==> src/rtl/fastcmd_encoder.sv <==
// rtl/fastcmd_encoder.sv - fast-command link transmitter: command FIFO, frame select, MSB-first serialiser
// One 8-bit frame per BX; the next frame is chosen and loaded at phase 7.
module fastcmd_encoder #(
  parameter int         DEPTH     = 4,
  parameter logic [7:0] IDLE_CODE = 8'hAC,
  parameter logic [7:0] BCR_CODE  = 8'h2D,
  parameter int         ORBIT_LEN = 3564,
  parameter int         BCR_BX    = 3563
) (
  input  logic                     clk,
  input  logic                     reset,
  input  logic [7:0]               cmd_data,
  input  logic                     cmd_valid,
  output logic                     cmd_ready,
  input  logic                     bcr_en,
  output logic                     sdo,
  output logic                     frame_start,
  output logic [11:0]              bx_cnt,
  output logic [$clog2(DEPTH):0]   fifo_level,
  output logic                     cmd_sent,
  output logic                     bcr_sent,
  output logic                     overflow
);

  localparam int          AW       = $clog2(DEPTH);
  localparam logic [11:0] BX_LAST  = 12'(ORBIT_LEN - 1);
  localparam logic [11:0] BX_BCR   = 12'(BCR_BX);
  localparam logic [AW:0] LVL_FULL = (AW + 1)'(DEPTH);

  logic [2:0]    phase;
  logic [7:0]    shreg;
  logic [7:0]    mem [DEPTH];
  logic [AW-1:0] wr_ptr;
  logic [AW-1:0] rd_ptr;
  logic [11:0]   bx_next;
  logic          frame_end;
  logic          sel_bcr;
  logic          push;
  logic          pop;

  // Pop decision uses the level before this cycle's push, so a command
  // arriving into an empty FIFO at phase 7 waits for the following frame.
  always_comb begin
    frame_end = (phase == 3'd7);
    bx_next   = (bx_cnt == BX_LAST) ? 12'd0 : bx_cnt + 12'd1;
    sel_bcr   = frame_end && bcr_en && (bx_next == BX_BCR);
    pop       = frame_end && !sel_bcr && (fifo_level != '0);
    push      = cmd_valid && cmd_ready;
  end

  assign cmd_ready   = (fifo_level != LVL_FULL);
  assign sdo         = shreg[7];
  assign frame_start = (phase == 3'd0);

  always_ff @(posedge clk) begin
    if (reset) begin
      phase      <= 3'd0;
      bx_cnt     <= 12'd0;
      shreg      <= IDLE_CODE;
      wr_ptr     <= '0;
      rd_ptr     <= '0;
      fifo_level <= '0;
      cmd_sent   <= 1'b0;
      bcr_sent   <= 1'b0;
      overflow   <= 1'b0;
    end else begin
      phase    <= phase + 3'd1;
      cmd_sent <= pop;
      bcr_sent <= sel_bcr;
      if (frame_end) begin
        bx_cnt <= bx_next;
        if (sel_bcr)
          shreg <= BCR_CODE;
        else if (pop)
          shreg <= mem[rd_ptr];
        else
          shreg <= IDLE_CODE;
      end else begin
        shreg <= {shreg[6:0], 1'b0};
      end
      if (push)
        wr_ptr <= wr_ptr + 1'b1;
      if (pop)
        rd_ptr <= rd_ptr + 1'b1;
      case ({push, pop})
        2'b10:   fifo_level <= fifo_level + 1'b1;
        2'b01:   fifo_level <= fifo_level - 1'b1;
        default: fifo_level <= fifo_level;
      endcase
      if (cmd_valid && !cmd_ready)
        overflow <= 1'b1;
    end
  end

  // Storage needs no reset: the pointers and level define what is valid.
  always_ff @(posedge clk) begin
    if (push)
      mem[wr_ptr] <= cmd_data;
  end

endmodule

==> config.mk <==
export PLATFORM = sky130hd
export DESIGN_NAME = fastcmd_encoder
export DESIGN_NICKNAME = d
export VERILOG_FILES = /design/src/rtl/fastcmd_encoder.sv
export SDC_FILE = /design/constraint.sdc
export NUM_CORES = 1
export LEC_CHECK = 0
export BUFFER_PORTS_ARGS = -buffer_cell sky130_fd_sc_hd__buf_2
export CAP_MARGIN = 20
export CORE_ASPECT_RATIO = 2
export CORE_MARGIN = 1.5
export CORE_UTILIZATION = 52
export CTS_CLUSTER_SIZE = 16
export DETAILED_ROUTE_END_ITERATION = 7
export GPL_TIMING_DRIVEN = 1
export PLACE_DENSITY = 0.75
export SLEW_MARGIN = 20
export SYNTH_ARGS = -nofsm -noshare
export SYNTH_HDL_FRONTEND = slang
export SYNTH_SLANG_ARGS = --single-unit
==> constraint.sdc <==
create_clock -name clk -period 2.9 [get_ports clk]
set_input_delay 0.435 -clock clk [delete_from_list [all_inputs] [get_ports clk]]
set_output_delay 0.435 -clock clk [all_outputs]
set_load 0.005 [all_outputs]
======== Word level (Yosys, flattened, before mapping) ========
Memory sizes are Yosys's and may differ from the RTL's. A register that Yosys moved wholly into a read port is not among the register bits.
Index checks and enable logic that the tools add are counted.
operators by class
  muxes and demuxes ....................... 9
  equality and inequality tests ........... 6
  reductions and logical operators ........ 12
  $add $sub $neg .......................... 6
  bitwise logic cells ..................... 1
operators with widths
  kind                   number
  $eq 12x12->1 const B   2
  $mux 8                 3
  $add 12x1->12 const B  1
  $mux 12                1
  $add 3x1->3 const B    2
  $logic_and 1x1->1      6
  $pmux 3 s2             1
  $add 2x1->2 const B    2
  $mux 2                 2
  $eq 3x3->1 const B     1
  $logic_not 3->1        1
  $ne 3x3->1 const B     1
  $reduce_bool 3->1      1
  $sub 3x1->3 const B    1
  $eq 2x1->1 const B     1
  $eq 2x2->1 const B     1
  $logic_not 1->1        2
  $mux 1                 2
  $reduce_bool 2->1      1
  $reduce_or 2->1        1
  $not 1->1              1
storage, ports and cells
  logic and storage cells ................. 45
  memories ................................ 1
  bits in registers ....................... 33
  output and inout bits ................... 21
  bits in writable memories ............... 32
memories
  name  words  bits a word  read ports  clocked after memory_dff  wr ports  RTL line  source
  mem   4      8            1           1                         1         32        logic [7:0] mem [DEPTH];

======== Logic depth before layout (Yosys ltp) ========
Gate-level depths: netlist (run 1).
  word-level depth ........................ 10
  depth in mapped cells ................... 14
  mapped depth without buffers ............ 12

======== Worst setup path after synthesis (run 1) ========
Ideal clock, no wire load.
  kind .................................... reg-to-reg
  from .................................... register bx_cnt[0]
  to ...................................... register fifo_level[2]
  path buffers ............................ 1
  library setup time ...................... 0.071 ns
  setup slack ............................. -0.092 ns
  arrival time ............................ 2.922 ns
  stages on the path, launching flop included .. 14
  path through ............................ dfxtp_1 > ha_1 > and2_4 > or4b_1 > a211oi_2 > nand4_2 > and2_4 > buf_6 > ha_1 > inv_1 > fa_1 > xor2_1 > or3_1 > a21oi_1
on the way
  cells in the longest elaborated chain, start to end .. 9
RTL lines
  element                                                 RTL line  source
  start, declared                                         18        output logic [11:0] bx_cnt,
  start signal, assigned                                  71        bx_cnt <= bx_next;
  $add 12x1->12 / $eq 12x12->1 (equally long branches)    45        bx_next = (bx_cnt == BX_LAST) ? 12'd0 : bx_cnt + 12'd1;
  $mux 12 *                                               45
  $eq 12x12->1 *                                          46        sel_bcr = frame_end && bcr_en && (bx_next == BX_BCR);
  $logic_and 1x1->1 *                                     46
  $logic_not 1->1 *                                       47        pop = frame_end && !sel_bcr && (fifo_level != '0);
  $logic_and 1x1->1 * (2 in a row)                        47
  net pop                                                 39        logic pop;
  $eq 2x1->1 / $eq 2x2->1 (equally long branches)         85        case ({push, pop})
  $pmux 3 s2 / $reduce_bool 2->1 (equally long branches)  -
  end signal, assigned                                    86        2'b10: fifo_level <= fifo_level + 1'b1;
  end signal, assigned                                    87        2'b01: fifo_level <= fifo_level - 1'b1;
  end signal, assigned                                    88        default: fifo_level <= fifo_level;
  end, declared                                           19        output logic [$clog2(DEPTH):0] fifo_level,
Mark *: on every way through the listed nets, which the timed path passes. The rest lies on a longest branch.
A chain may end at the register's enable or synchronous reset.

======== Worst setup path after layout (run 1) ========
  from .................................... register bx_cnt[1]
  to ...................................... register fifo_level[2]
on the way
  cells in the longest elaborated chain, start to end .. 9
RTL lines
  element                                                 RTL line
  $add 12x1->12 / $eq 12x12->1 (equally long branches)    45
  $mux 12 *                                               45
  $eq 12x12->1 *                                          46
  $logic_and 1x1->1 *                                     46
  $logic_not 1->1 *                                       47
  $logic_and 1x1->1 * (2 in a row)                        47
  $eq 2x1->1 / $eq 2x2->1 (equally long branches)         85
  $pmux 3 s2 / $reduce_bool 2->1 (equally long branches)  -
Mark *: on every way between the ends. The rest lies on a longest branch, timed or not.

==> key figures, run 1 <==
Drt
  – Average routed wire per standard cell: between 15 and 20 um
  – Number of detailed-route iterations in the first pass: 4
  – ANT nets after route: 0
  – Routed wire length: between 6000 and 7000 um
  – DRC: 0
  – Detailed-route via count: about 2,100
  – Iteration-0 DRC Markers: slightly below 100
  – Via density per instance: between 5 and 6

Power
  – Power density over the cells: around 600 mW/mm^2
  – Net switching power figure: about 430 uW
  – Overall power consumption: ~2.1 mW
  – Share of power burned in registers: 49.7%
  – Maximum vdd ir drop: 0.570 mV
  – Clock power frac: a little under half
  – Combinational cell fraction of total power: a little under 5%
  – Switching Share: between 20% and 30%
  – Leakage dissipation: roughly 1.4 nW
  – Internal power of the cells: 1.67 mW

Global route
  – Antenna violations before repair: 0
  – Global-route usage over all layers: 21.4%
  – Number of global-route vias before repair: roughly 2,100
  – Wire length of the first global-routing pass: about 9600 um
  – Maximum number of pins on one net before global-route repair: 34
  – Final global-route overflow total: 0

STA
  – Minimum period implied by the final worst setup slack: around 2800 ps
  – Hold slack: approximately 300 ps
  – Max Slew Vio Count: 0
  – Top achievable clock speed: ~0.36 GHz
  – Final Hold Viols: 0
  – Post-Route Setup TNS: 0 ps
  – Clock tree skew after final layout: 11.7 ps
  – Final cycle utilization of the critical path: a little over nine tenths
  – Setup repair after global routing missed its margin: false
  – Number of setup violations in the final report: 0
  – Slew HR: about 65%
  – Slew at the pin closest to its max-slew limit: 528 ps

Setup path
  – Critical Path RT: about 3200 ps
  – Element type at the critical path end: flop
  – Critical path peak fanout: 8
  – Critical path class: reg2reg
  – Largest stage delay on the critical path: approximately 460 ps
  – Crit path cell chain: ha_4 > and2_4 > or4b_4 > a211oi_2 > nand4_2 > and2_4 > ha_1 > inv_1 > fa_1 > xor2_1 > or3_1 > a21oi_1
  – Slowest cell on the critical path: sky130_fd_sc_hd__or4b_4
  – CP startpoint kind: flop
  – CP dominant cell by count: sky130_fd_sc_hd__and2_4
  – Worst path arrival time: 3070 ps

Die
  – Die outline height: between 100 and 150 um
  – Core area: about 0.0055 mm^2
  – Standard-cell rows: 38
  – I/O pin count: 33
  – Horizontal die dimension: between 50 and 60 um
  – Initial core utilization: 54.0%
  – Area of the die: 0.00617 mm^2

Synthesis
  – Most used flip-flop cell after synthesis: sky130_fd_sc_hd__dfxtp_1
  – Sequential area share after synthesis: between 50% and 60%
  – Syn Inst Count: roughly 260
  – Library cell occupying the most area in the post-synthesis netlist: sky130_fd_sc_hd__edfxtp_1
  – Synthesized area per cell: roughly 11 um^2
  – Cell types occupying the most area after synthesis: sky130_fd_sc_hd__edfxtp_1 (33%), sky130_fd_sc_hd__dfxtp_1 (24%), sky130_fd_sc_hd__mux4_2 (6.1%)
  – Top-area cell type share of the netlist area: 32.5%
  – Fraction of registers with async set/reset: 0%
  – Distinct cell type count after synthesis: 45
  – Number of synthesized flops with an enable pin: 32
  – Number of flip-flops and latches in the synthesized netlist: 67
  – Post-Synthesis Net Count: 280
  – Number of warning messages in the yosys log: 0
  – Area of the mapped netlist: between 0.002 and 0.003 mm^2

Clock network
  – Clock buffer count from CTS: 9
  – Clock latency reported for the late side of the worst-skew pair: ~350 ps
  – CTS tree: yes
  – Clock Root Buffer: sky130_fd_sc_hd__clkbuf_8
  – Number of sinks handled by clock tree synthesis: 67
  – Longest Clk Path Bufs: 2
  – Clock transition at the registers of the reported paths: about 70 ps
  – H-tree depth reported by CTS: 3

Finish
  – Post-layout instance count excluding filler cells: between 300 and 400
  – Final core occ: roughly 65%
  – Number of nets in the layout: 326
  – Share of final-layout standard cells stronger than drive strength 1: 29.2%
  – Layout Area Growth over Synthesis: 19.7%
  – Antenna diode instance count: 0

Place
  – Routability Congestion: around 0.9
  – DP Cell Count: between 300 and 400
  – Port-buffer cells: 32
  – DP HPWL: around 4500 um

Outcome
  – Result of the run: complete, no violations

Worst hold path
  – Type of the worst min-delay path: in2reg

Run
  – Max_cap viols: 0
layer usage:
layer	share of wire, %	global-route usage [%]
met2	57	39.5
met5	0	0
met4	5.6	16.7
met1	35	19.4
met3	3.3	5.29
power groups by stage:
stage               clock (mW)  sequential (mW)  combinational [mW]
floorplan                    0             1.06              0.0682
global placement             0             1.06               0.100
detailed placement           0             1.07               0.104
CTS                      0.970             1.04               0.105
global route              1.01             1.05               0.118
finish                   0.950             1.04               0.103
Yosys cell counts (2+ instances only):
master	count
sky130_fd_sc_hd__dfxtp_1	35
sky130_fd_sc_hd__edfxtp_1	32
sky130_fd_sc_hd__nor2_1	26
sky130_fd_sc_hd__a21oi_1	17
sky130_fd_sc_hd__inv_1	12
sky130_fd_sc_hd__nand2_1	12
sky130_fd_sc_hd__o21ai_0	12
sky130_fd_sc_hd__ha_1	10
sky130_fd_sc_hd__and3_1	9
sky130_fd_sc_hd__clkbuf_1	9
sky130_fd_sc_hd__nor3_1	9
sky130_fd_sc_hd__mux4_2	8
sky130_fd_sc_hd__nand3_1	8
sky130_fd_sc_hd__nor4_1	5
sky130_fd_sc_hd__nor2b_1	4
sky130_fd_sc_hd__xor2_1	4
sky130_fd_sc_hd__a31o_1	3
sky130_fd_sc_hd__buf_2	3
sky130_fd_sc_hd__a211oi_1	2
sky130_fd_sc_hd__a31oi_1	2
sky130_fd_sc_hd__and2_1	2
sky130_fd_sc_hd__and2_4	2
sky130_fd_sc_hd__nand2b_1	2
sky130_fd_sc_hd__nand3b_1	2
sky130_fd_sc_hd__nand4_1	2
sky130_fd_sc_hd__nand4_2	2
sky130_fd_sc_hd__nor3b_1	2
sky130_fd_sc_hd__o21ai_1	2
sky130_fd_sc_hd__or2_2	2
sky130_fd_sc_hd__xnor2_1	2
area by class of cell:
type                    count  area (um^2)
flip-flops and latches     67         1670
clock inverters             6          111
well taps                  60         75.1
repair buffers             49          288
inverters                  12         45.0
multi-input cells         164         1200
fillers                   446         1930
clock buffers              10          138
worst max-delay path, delay by kind of cell, from the launching register on:
| kind | cells | cell delay (ps) |
|---|---|---|
| adder cells (fa/ha/maj) | 3 | 570 |
| AND/OR/NAND/NOR | 5 | 1210 |
| flip-flops | 1 | 390 |
| AO/OA/AOI/OAI | 2 | 380 |
| XOR/XNOR | 1 | 80 |
| buffers and inverters | 1 | 80 |
path summary, 6_finish.rpt:
kind	startpoint	to	slack, ps	cells past startpoint
worst max register to register	bx_cnt[1]$_SDFFE_PP0N_	fifo_level[2]$_SDFFE_PP0P_	110	12
worst min-delay path	cmd_data[3]	mem[3][3]$_DFFE_PP_	300	1
worst min register to register	phase[0]$_SDFF_PP0_	phase[0]$_SDFF_PP0_	460	1
worst max-delay path	bx_cnt[1]$_SDFFE_PP0N_	fifo_level[2]$_SDFFE_PP0P_	110	12
placed cells by master, fill, tap and decap left out, types with 2 or more instances in the layout:
master                       n
sky130_fd_sc_hd__nand4_2     2
sky130_fd_sc_hd__nand3_1     8
sky130_fd_sc_hd__dfxtp_1    30
sky130_fd_sc_hd__a31oi_1     2
sky130_fd_sc_hd__nand2b_1    2
sky130_fd_sc_hd__nand4_1     2
sky130_fd_sc_hd__dfxtp_2     3
sky130_fd_sc_hd__a211oi_1    2
sky130_fd_sc_hd__inv_1      12
sky130_fd_sc_hd__nor3b_1     2
sky130_fd_sc_hd__dfxtp_4     2
sky130_fd_sc_hd__a31o_1      3
sky130_fd_sc_hd__nand2_1    12
sky130_fd_sc_hd__nor4_1      4
sky130_fd_sc_hd__ha_1        8
sky130_fd_sc_hd__nor2b_1     4
sky130_fd_sc_hd__o21ai_0    12
sky130_fd_sc_hd__xor2_1      4
sky130_fd_sc_hd__o21ai_1     2
sky130_fd_sc_hd__and2_4      2
sky130_fd_sc_hd__buf_2      32
sky130_fd_sc_hd__clkbuf_8   10
sky130_fd_sc_hd__and2_1      2
sky130_fd_sc_hd__bufinv_16   3
sky130_fd_sc_hd__and3_1      9
sky130_fd_sc_hd__buf_4      17
sky130_fd_sc_hd__nor3_1      9
sky130_fd_sc_hd__or2_2       2
sky130_fd_sc_hd__mux4_2      8
sky130_fd_sc_hd__nor2_1     26
sky130_fd_sc_hd__xnor2_1     2
sky130_fd_sc_hd__nand3b_1    2
sky130_fd_sc_hd__a21oi_1    17
sky130_fd_sc_hd__edfxtp_1   32
per-stage QoR:
step                worst slack, ps  area (um^2)
detailed placement             63.8         3250
CTS                            38.4         3500
floorplan                      12.6         2970
global placement                167         3250
finish                          107         3530
global route                   4.37         3530
sequential cells by signal, indices dropped and copies added, names as in the netlist, named ones only:
name,count
bx_cnt,12
cmd_sent,1
mem,32
phase,3
rd_ptr,2
bcr_sent,1
shreg,8
wr_ptr,2
fifo_level,3
overflow,1
logic make-up (layout without fill, tap and decap cells):
kind of cell,after synthesis,after routing,share of synthesized area [%]
AOI/OAI and AO/OA,43,43,9.28
xor gates and xnor gates,6,6,1.78
adders and majority gates,11,11,4.92
buffers and inverters,26,77,3.81
DFF,67,67,56.3
muxes,10,10,6.82
and+or+nand+nor,94,94,17.1
timing repair:
| item | in CTS | in global routing |
|---|---|---|
| hold buffers | 0 | 0 |
| resized for setup | 0 | 8 |
| buffers inserted | 0 | 2 |
| hold endpoints to repair | 0 | 0 |
| endpoints found under the setup margin | 0 | 2 |
No activity file was read; power rests on OpenSTA's default activity.
==> run 2: changes to the inputs <==
--- a/config.mk
+++ b/config.mk
@@ -5,6 +5,7 @@
 export SDC_FILE = /design/constraint.sdc
 export NUM_CORES = 1
 export LEC_CHECK = 0
+export ABC_AREA = 1
 export BUFFER_PORTS_ARGS = -buffer_cell sky130_fd_sc_hd__buf_2
 export CAP_MARGIN = 20
 export CORE_ASPECT_RATIO = 2
==> run 2 against run 1 <==
  * Maximum frequency grew 3.9%
  * Critical endpoint unchanged
  * Synthesized area grew 3.3%
  * Clock skew shrank 5.1 ps
  * Largest cell class unchanged
==> key figures, run 2 <==
STA
  – Final cycle utilization of the critical path: 92.7% (-3.6 points)
  – Number of setup violations in the final report: 0 (unchanged)
  – Top achievable clock speed: 0.372 GHz (+3.9%)
  – Minimum period implied by the final worst setup slack: 2690 ps (-104 ps)
  – Slew at the pin closest to its max-slew limit: 778 ps (+250 ps)
  – Clock tree skew after final layout: 6.56 ps (-5.13 ps)
  – Final Hold Viols: 0 (unchanged)
  – Slew HR: 48.0% (-17 points)
  – Max Slew Vio Count: 0 (unchanged)

Clock network
  – Longest Clk Path Bufs: 2 (unchanged)
  – Clock buffer count from CTS: 9 (unchanged)
  – Number of buffers added to fix hold violations after cts: 0 (unchanged)
  – Clock latency reported for the late side of the worst-skew pair: 330 ps (-20 ps)
  – Clock transition at the registers of the reported paths: 50 ps (-20 ps)
  – Clock Root Buffer: sky130_fd_sc_hd__clkbuf_16
  – CTS tree: yes
  – Number of sinks handled by clock tree synthesis: 67 (unchanged)
  – H-tree depth reported by CTS: 3 (unchanged)

Place
  – DP Cell Count: 428 (+22%)
  – DP HPWL: 5180 um (+16%)
  – Cell area reported after detailed placement: 0.00329 mm^2 (+1.4%)
  – Routability Congestion: 1.06 (+18%)
  – Port-buffer cells: 32 (unchanged)

Synthesis
  – Synthesized area per cell: 9.05 um^2 (-21%)
  – Area of the mapped netlist: 0.00305 mm^2 (+3.3%)
  – Top-area cell type share of the netlist area: 31.5% (-1.0 points)
  – Most used flip-flop cell after synthesis: sky130_fd_sc_hd__dfxtp_1
  – Number of flip-flops and latches in the synthesized netlist: 67 (unchanged)
  – Syn Inst Count: 337 (+31%)
  – Fraction of registers with async set/reset: 0% (unchanged)
  – Number of synthesized flops with an enable pin: 32 (unchanged)
  – Most frequent cells after synthesis: sky130_fd_sc_hd__nand2_1 (52), sky130_fd_sc_hd__nor2_1 (51), sky130_fd_sc_hd__inv_1 (44)
  – Most numerous cell in the Yosys netlist: sky130_fd_sc_hd__nand2_1
  – Post-Synthesis Net Count: 360 (+29%)
  – Number of warning messages in the yosys log: 0 (unchanged)
  – Sequential area share after synthesis: 54.5% (-1.8 points)
  – Distinct cell type count after synthesis: 28 (-38%)
  – Cell types occupying the most area after synthesis: sky130_fd_sc_hd__edfxtp_1 (32%), sky130_fd_sc_hd__dfxtp_1 (23%), sky130_fd_sc_hd__nand2_1 (6.4%)
  – Library cell occupying the most area in the post-synthesis netlist: sky130_fd_sc_hd__edfxtp_1

Drt
  – Detailed-route via count: 2,437 (+14%)
  – Average routed wire per standard cell: 15.3 um (-6.1%)
  – Highest metal layer with signal wires: met4
  – Number of detailed-route iterations in the first pass: 4 (unchanged)
  – DRC: 0 (unchanged)
  – Iteration-0 DRC Markers: 164 (+67%)
  – ANT nets after route: 0 (unchanged)
  – Total met2 wirelength after detailed routing: 3930 um (+16%)
  – Via density per instance: 5.50 (-5.6%)
  – Routed wire length: 6790 um (+13%)
  – Detail Route met3 WL: 200 um (+1.0%)
  – DRT met1 WL: 2420 um (+16%)

Power
  – Maximum vdd ir drop: 0.788 mV (+38%)
  – Leakage dissipation: 1.46 nW (+7.8%)
  – Power density over the cells: 641 mW/mm^2 (+8.1%)

Outcome
  – Result of the run: complete, no violations

Run
  – Max_cap viols: 0 (unchanged)

Setup path
  – CP startpoint kind: flop
  – Largest stage delay on the critical path: 460 ps (about the same)
  – Crit path cell chain: nand3_2 > nor2_1 > nand2_1 > nand2_1 > nor2_1 > nand3_1 > nor2_4 > nand2_4 > nand3_4 > inv_1 > ha_1 > inv_1 > fa_1 > a21oi_1 > o21ai_1 > o21ai_1 > a21oi_1
  – Element type at the critical path end: flop
  – Slowest cell on the critical path: sky130_fd_sc_hd__dfxtp_1
  – Critical Path RT: 3110 ps (-70 ps)
  – Critical path class: reg2reg
  – Worst path arrival time: 2900 ps (-170 ps)
  – Critical path peak fanout: 7 (-1)

Finish
  – Number of nets in the layout: 401 (+23%)
  – Leading cell types in the layout, fill and taps excluded: sky130_fd_sc_hd__nand2_1 (52), sky130_fd_sc_hd__nor2_1 (51), sky130_fd_sc_hd__inv_1 (44)
  – Share of final-layout standard cells stronger than drive strength 1: 19.6% (-9.6 points)
  – Antenna diode instance count: 0 (unchanged)
  – Max FFs per register: 32 (unchanged)
  – Layout Area Growth over Synthesis: 19.5%
  – Post-layout instance count excluding filler cells: 443 (+20%)
  – Finished layout cell area: 0.00364 mm^2 (+3.2%)
  – Most flop-heavy register: mem
  – Most common cell after layout, fill and taps aside: sky130_fd_sc_hd__nand2_1
  – Registers with the most flip-flops: mem: 32 flops, bx_cnt: 12 flops, shreg: 8 flops

Die
  – Standard-cell rows: 39 (+2.6%)
  – Area of the die: 0.00636 mm^2 (+3.2%)
  – Core area: 0.00571 mm^2 (+4.4%)
  – I/O pin count: 33 (unchanged)
  – Initial core utilization: 53.4% (-0.57 points)
  – Die outline height: 111 um (+1.6%)
  – Horizontal die dimension: 57.2 um (+1.6%)

Worst hold path
  – Type of the worst min-delay path: in2reg

Global route
  – Maximum number of pins on one net before global-route repair: 18 (-47%)
  – Wire length of the first global-routing pass: 10,900 um (+14%)
  – Global-route usage over all layers: 22.6% (+1.2 points)
  – Final global-route overflow total: 0 (unchanged)
  – Antenna violations before repair: 0 (unchanged)
  – Number of global-route vias before repair: 2,334 (+12%)
run 2: report_power, final:
part,switching (mW),total (mW),internal (mW),leakage [nW]
registers,0.0132,1.04,1.03,0.581
clock network,0.372,1.20,0.827,0.157
logic,0.0658,0.0973,0.0315,0.718
run 2: layout make-up:
class	instances	area (um^2)
inverters	47	176
fillers	498	2060
flip-flops and latches	67	1670
clock inverters	6	105
multi-input cells	217	1200
clock buffers	9	225
well taps	61	76.3
repair buffers	36	190
run 2: logic make-up after synthesis:
family          after synthesis  share of synthesized area [%]
simple gates                149                           23.4
flops                        67                           54.5
compound gates               57                           10.8
buf+inv                      53                           6.56
fa+ha+maj                    11                           4.76
run 2: layer usage:
layer | up-vias | track usage, %
li1 | 1218 | -
met1 | 1137 | 21.8
met2 | 64 | 42.8
met3 | 18 | 3.85
met4 | 0 | 12.6
met5 | - | 0
run 2: worst max-delay path: cells and delay by family, from the launching register on:
kind | cells | cell delay (ps)
adders and majority gates | 2 | 530
DFF | 1 | 460
buffers and inverters | 2 | 150
and+or+nand+nor | 9 | 990
AOI/OAI and AO/OA | 4 | 450
run 2: worst paths after layout:
kind,cells after the start,slack [ps],start,to
hold reg to reg,2,440,shreg[3]$_SDFF_PP1_,shreg[4]$_SDFF_PP0_
setup reg to reg,17,210,bx_cnt[2]$_SDFFE_PP0N_,fifo_level[2]$_SDFFE_PP0P_
hold / removal,1,320,cmd_data[4],mem[0][4]$_DFFE_PP_
setup / recovery,17,210,bx_cnt[2]$_SDFFE_PP0N_,fifo_level[2]$_SDFFE_PP0P_
run 2: metrics by stage:
step                      utilization (%)  TNS (ps)  total power, mW  setup slack, ps  hold WS (ps)
after CTS                            63.5         0             2.36             83.7           312
after global placement               57.7         0             1.15              177           423
final                                63.8         0             2.34              211           322
after detailed placement             57.7         0             1.16              147           430
after floorplan                         -         0             1.12              389           404
after global routing                 63.8     -3.08             2.41            -3.08           325
run 2: timing repair:
item,4_1_cts,5_1_grt
buffers inserted,0,0
endpoints found under the setup margin,0,2
resized for setup,0,10
